**config.mk**
```make
export PLATFORM = sky130hd
export DESIGN_NAME = muldiv_ctrl
export DESIGN_NICKNAME = d
export VERILOG_FILES = /design/src/rtl/muldiv_ctrl.sv
export SDC_FILE = /design/constraint.sdc
export NUM_CORES = 1
export LEC_CHECK = 0
export CELL_PAD_IN_SITES_DETAIL_PLACEMENT = 1
export CELL_PAD_IN_SITES_GLOBAL_PLACEMENT = 1
export CORE_MARGIN = 2
export CORE_UTILIZATION = 40
export DETAILED_ROUTE_END_ITERATION = 10
export HOLD_SLACK_MARGIN = 0.08
export PLACE_DENSITY = 0.75
export SLEW_MARGIN = 20
export SYNTH_ARGS = -nofsm -noshare
export SYNTH_HDL_FRONTEND = slang
export SYNTH_SLANG_ARGS = --single-unit
```
**constraint.sdc**
```tcl
create_clock -name clk -period 7.5 [get_ports clk]
set_clock_uncertainty 0.15 [all_clocks]
set_input_delay 1.5 -clock clk [delete_from_list [all_inputs] [get_ports clk]]
set_output_delay 1.5 -clock clk [all_outputs]
set_load 0.03 [all_outputs]
```
**src/rtl/muldiv_ctrl.sv**
```systemverilog
// Multi-cycle MULT/MULTU/DIV/DIVU unit with HI/LO result registers.
// Define MULDIV_FAST_MUL_EN for a single-cycle registered multiply (accept -> FIX).
module muldiv_ctrl (
  input  logic        clk,
  input  logic        reset,
  input  logic        valid_i,
  input  logic [1:0]  op_i,
  input  logic [31:0] a_i,
  input  logic [31:0] b_i,
  input  logic        flush_i,
  output logic        ready_o,
  output logic        stall_o,
  output logic        done_o,
  output logic [31:0] hi_o,
  output logic [31:0] lo_o
);

  typedef enum logic [2:0] {StIdle, StMul, StDiv, StFix, StDone} state_e;

  state_e      state_q, state_d;
  logic [4:0]  cnt_q, cnt_d;
  logic        is_div_q, is_div_d;
  logic        sign_a_q, sign_a_d;
  logic        sign_b_q, sign_b_d;
  logic [31:0] opb_q, opb_d;
  logic [31:0] work_hi_q, work_hi_d;
  logic [31:0] work_lo_q, work_lo_d;
  logic [31:0] hi_q, hi_d;
  logic [31:0] lo_q, lo_d;

  logic        accept;
  logic        is_signed;
  logic        a_neg, b_neg;
  logic [31:0] a_mag, b_mag;

  logic [32:0] mul_sum;
  logic [32:0] rem_shift;
  logic        q_bit;
  logic [31:0] div_diff;

  logic [63:0] prod;
  logic [63:0] prod_neg;
  logic [31:0] fix_hi, fix_lo;

`ifdef MULDIV_FAST_MUL_EN
  logic [63:0] fast_prod;
  assign fast_prod = {32'd0, a_mag} * {32'd0, b_mag};
`endif

  assign accept    = (state_q == StIdle) && valid_i && !flush_i;
  assign is_signed = ~op_i[0];
  assign a_neg     = is_signed & a_i[31];
  assign b_neg     = is_signed & b_i[31];
  assign a_mag     = a_neg ? (32'd0 - a_i) : a_i;
  assign b_mag     = b_neg ? (32'd0 - b_i) : b_i;

  // Shift-add step: {hi,lo} holds partial product in hi and remaining multiplier bits in lo.
  assign mul_sum = {1'b0, work_hi_q} + (work_lo_q[0] ? {1'b0, opb_q} : 33'd0);

  // Restoring divide step: remainder in hi, dividend/quotient shifting through lo.
  assign rem_shift = {work_hi_q, work_lo_q[31]};
  assign q_bit     = rem_shift >= {1'b0, opb_q};
  assign div_diff  = rem_shift[31:0] - opb_q;

  assign prod     = {work_hi_q, work_lo_q};
  assign prod_neg = 64'd0 - prod;

  always_comb begin
    fix_hi = work_hi_q;
    fix_lo = work_lo_q;
    if (is_div_q) begin
      if (sign_a_q ^ sign_b_q) fix_lo = 32'd0 - work_lo_q;
      if (sign_a_q)            fix_hi = 32'd0 - work_hi_q;
    end else if (sign_a_q ^ sign_b_q) begin
      fix_hi = prod_neg[63:32];
      fix_lo = prod_neg[31:0];
    end
  end

  always_comb begin
    state_d   = state_q;
    cnt_d     = cnt_q;
    is_div_d  = is_div_q;
    sign_a_d  = sign_a_q;
    sign_b_d  = sign_b_q;
    opb_d     = opb_q;
    work_hi_d = work_hi_q;
    work_lo_d = work_lo_q;
    hi_d      = hi_q;
    lo_d      = lo_q;

    unique case (state_q)
      StIdle: begin
        if (accept) begin
          is_div_d  = op_i[1];
          sign_a_d  = a_neg;
          sign_b_d  = b_neg;
          opb_d     = b_mag;
          cnt_d     = 5'd0;
          work_hi_d = 32'd0;
          work_lo_d = a_mag;
          if (op_i[1]) begin
            if (b_i == 32'd0) begin
              state_d = StDone;
              hi_d    = a_i;
              lo_d    = 32'hFFFF_FFFF;
            end else begin
              state_d = StDiv;
            end
          end else begin
`ifdef MULDIV_FAST_MUL_EN
            work_hi_d = fast_prod[63:32];
            work_lo_d = fast_prod[31:0];
            state_d   = StFix;
`else
            state_d   = StMul;
`endif
          end
        end
      end

      StMul: begin
        if (flush_i) begin
          state_d = StIdle;
          cnt_d   = 5'd0;
        end else begin
          work_hi_d = mul_sum[32:1];
          work_lo_d = {mul_sum[0], work_lo_q[31:1]};
          cnt_d     = cnt_q + 5'd1;
          if (cnt_q == 5'd31) state_d = StFix;
        end
      end

      StDiv: begin
        if (flush_i) begin
          state_d = StIdle;
          cnt_d   = 5'd0;
        end else begin
          work_hi_d = q_bit ? div_diff : rem_shift[31:0];
          work_lo_d = {work_lo_q[30:0], q_bit};
          cnt_d     = cnt_q + 5'd1;
          if (cnt_q == 5'd31) state_d = StFix;
        end
      end

      StFix: begin
        if (flush_i) begin
          state_d = StIdle;
        end else begin
          hi_d    = fix_hi;
          lo_d    = fix_lo;
          state_d = StDone;
        end
      end

      StDone: state_d = StIdle;

      default: state_d = StIdle;
    endcase
  end

  always_ff @(posedge clk or posedge reset) begin
    if (reset) begin
      state_q   <= StIdle;
      cnt_q     <= 5'd0;
      is_div_q  <= 1'b0;
      sign_a_q  <= 1'b0;
      sign_b_q  <= 1'b0;
      opb_q     <= 32'd0;
      work_hi_q <= 32'd0;
      work_lo_q <= 32'd0;
      hi_q      <= 32'd0;
      lo_q      <= 32'd0;
    end else begin
      state_q   <= state_d;
      cnt_q     <= cnt_d;
      is_div_q  <= is_div_d;
      sign_a_q  <= sign_a_d;
      sign_b_q  <= sign_b_d;
      opb_q     <= opb_d;
      work_hi_q <= work_hi_d;
      work_lo_q <= work_lo_d;
      hi_q      <= hi_d;
      lo_q      <= lo_d;
    end
  end

  assign ready_o = (state_q == StIdle);
  assign done_o  = (state_q == StDone);
  // Gated by reset so the front-end is released while reset is held.
  assign stall_o = !reset &&
                   (accept || (state_q == StMul) || (state_q == StDiv) || (state_q == StFix));
  assign hi_o    = hi_q;
  assign lo_o    = lo_q;

endmodule

```
==> run summary <==
Hold depth -> 2
Mapped cell area -> 0.0142 sq mm
H-tree levels -> 4
Routability Congestion -> 0.948
Crit path cell chain -> clkdlybuf4s50_1, nor2_1, and3_1, buf_4, nor2_1, a21oi_1, clkdlybuf4s50_1
HP Class -> flip-flop to flip-flop
DR iter-0 viols -> 721
Warnings from Yosys -> 0
CTS Buffer Depth -> 2
Hold Startpoint -> lo_o[0]
CTS tree -> built
Via density -> 5.85
Fraction of layout cells with a size suffix above 1 -> 4.80%
Setup Buffers After CTS -> 0
Layout area overhead -> 16.0%
Lkg Pwr -> 6.99 nW
Top cell type's share of synthesized area -> 30.2%
Reg clk slew, reported paths -> 70 ps
Dpl ws -> 1680 ps
Tot GR Track Use -> 27.8%
Vias in the first global route -> 14300
Syn_nets -> 1965
Clock Sinks -> 171
Slowest cell on the critical path -> clkdlybuf4s50_1
Top cells by area, synth -> dfrtp_1, o21ai_0, ha_1
Worst Path Buf+Inv -> 3
Die width -> 192 um
Number of antenna violations at the first check in global routing -> 1
Via count -> 13800
Die Ht -> 192 um
# DRC -> 0
Overflow after GRT -> 0
Final hold slack -> 320 ps
Status -> finished clean
ANT cells -> 0
Nets -> 2027
FF-to-FF End -> work_hi_q[31]
Leading cell types by count after synthesis -> nand2_1, nor2_1, o21ai_0, dfrtp_1, a21oi_1
Die footprint -> 0.0369 sq mm
Core Region -> 0.0347 sq mm
Final WS setup -> 1780 ps
RSZ-0062 raised after global routing -> no
DRT Pass-1 Iters -> 5
Worst-margin pin slew -> 1110 ps
First-pass GRT wire length -> 79600 um
Minimum clock period -> 5720 ps
Worst Path Required -> 5850 ps
Hold EP -> lo_o[0]
Kind of critical path -> input pin to primary output
CTS resizes -> 0
Io pins -> 137
Worst skew pair latency -> 460 ps
Async SR Flop Fraction -> 100%
DRT Wirelength -> 50000 um
Final Hold Violating Endpoints -> 0
Max Slew Vio Count -> 0
Distinct cell type count after synthesis -> 81
IO buf count -> 136
R2r startpoint -> work_hi_q[5]
Final setup vio count -> 0
Most common cell in the netlist -> nand2_1
Post-synth EDFFs -> 0
Slowest Stage Delay on Critical Path -> 690 ps
Row count -> 68
Pin count of the biggest net entering global routing -> 82
Fin crit share -> 76.2%
Hold-fix buffers, CTS -> 0
Avg Inst Size Synth -> 7.77 sq um
Startpoint Class -> input pin
Overall power -> 7.66 mW
Max IR drop VDD -> 0.227 mV
CP delay by family, top -> buffers and inverters
Pwr Density -> 466 mW/mm^2
Setup Total Neg Slack -> 0 ps
Worst Setup End Kind -> primary output
Sequential fraction of the synthesis area -> 30.2%
Dpl cell area -> 0.0158 sq mm
WP data arrival -> 4070 ps
Initial cell density of the core -> 40.8%
Max_cap viols -> 0
Antenna viol nets, final -> 0
Post-layout instance area -> 0.0164 sq mm
Syn Inst Count -> 1823
Fmax -> 175 MHz
CTS Root Cell -> clkbuf_16
Worst reg2reg path depth -> 10
Synth Flop Type -> dfrtp_1
Crit-path max FO -> 45
Slew headroom -> 25.7%
CTS buffer count -> 17
Biggest area consumer among synthesized cells -> dfrtp_1
Mean routed wirelength per cell -> 21.3 um
FF+latch count, synth -> 171
R2R setup slack -> 3110 ps
HPWL Detailed -> 38700 um
==> through the flow <==
stage / util, % / instances
after CTS: 47.3 / 2352
final: 47.3 / 2352
after global routing: 47.3 / 2352
after global placement: 45.5 / 2321
after floorplan: - / 1823
after detailed placement: 45.5 / 2321
==> cells in the final DEF (no fill, tap or decap), drive strengths merged, types with 11 or more instances in the layout <==
master | synthesis | final
o31ai | 18 | 18
buf | 17 | 17
or3 | 12 | 12
nor4 | 16 | 16
clkbuf | 93 | 17
a21o | 36 | 36
o21ai | 201 | 201
or4 | 12 | 12
ha | 70 | 70
nand3 | 28 | 28
dfrtp | 171 | 171
o211ai | 16 | 16
nand2b | 16 | 16
and2 | 11 | 11
a21oi | 166 | 166
a221oi | 31 | 31
a31oi | 26 | 26
nor2 | 192 | 192
nand2 | 205 | 205
a22oi | 17 | 17
nand4 | 18 | 18
nor3 | 41 | 41
xor2 | 74 | 74
xnor2 | 93 | 93
a211oi | 13 | 13
clkdlybuf4s50 | 0 | 136
inv | 70 | 78
o21a | 22 | 22
and3 | 16 | 16
nor2b | 13 | 13
mux2i | 16 | 16
==> worst min-delay path: cells and delay by family, from the launching register on <==
family           cells  cell delay, ps
AND/OR/NAND/NOR      2             100
flip-flops           1             340
==> registers in the layout, indices dropped and copies added (netlist names) <==
name       cells
work_lo_q     32
hi_o          32
work_hi_q     32
cnt_q          5
state_q        3
lo_o          32
sign_a_q       1
sign_b_q       1
is_div_q       1
opb_q         32
==> layout make-up <==
type	instances	area (sq um)
inverter	71	273
sequential	171	4280
fill	4283	18300
clock inverter	14	206
multi-input combinational	1471	9190
tap	455	569
timing repair buffer	153	1490
clock buffer	17	425
==> report_power, final <==
group,leakage (nW),internal [mW],switching (mW)
Combinational,4.60,1.91,2.90
Sequential,2.08,1.31,0.545
Clock,0.312,0.565,0.425
Total,6.99,3.79,3.87
==> routing by layer <==
metal  track usage, %  share of wire (%)  vias up
li1                 -                  -     6633
met1             35.3                 44     6736
met2             48.1                 49      332
met3             2.94                4.1       69
met4             11.0                3.3        0
met5                0                  0        -
==> logic make-up after synthesis <==
| group | share of synthesized area [%] |
|---|---|
| buf+inv | 5.12 |
| xor+xnor | 10.3 |
| simple gates | 20.3 |
| mux | 1.61 |
| fa+ha+maj | 6.47 |
| flops | 30.2 |
| compound gates | 26.0 |
==> how the worst max path moves through the flow <==
stage	slack (ps)	start	end	cells past startpoint
floorplan	1220	reset	cnt_q[0]	1
global placement	1790	b_i[0]	hi_o[1]	14
detailed placement	1680	b_i[1]	hi_o[1]	14
CTS	1770	flush_i	stall_o	7
global route	1570	flush_i	stall_o	7
finish	1780	flush_i	stall_o	7
No activity file was read; power rests on OpenSTA's default activity.
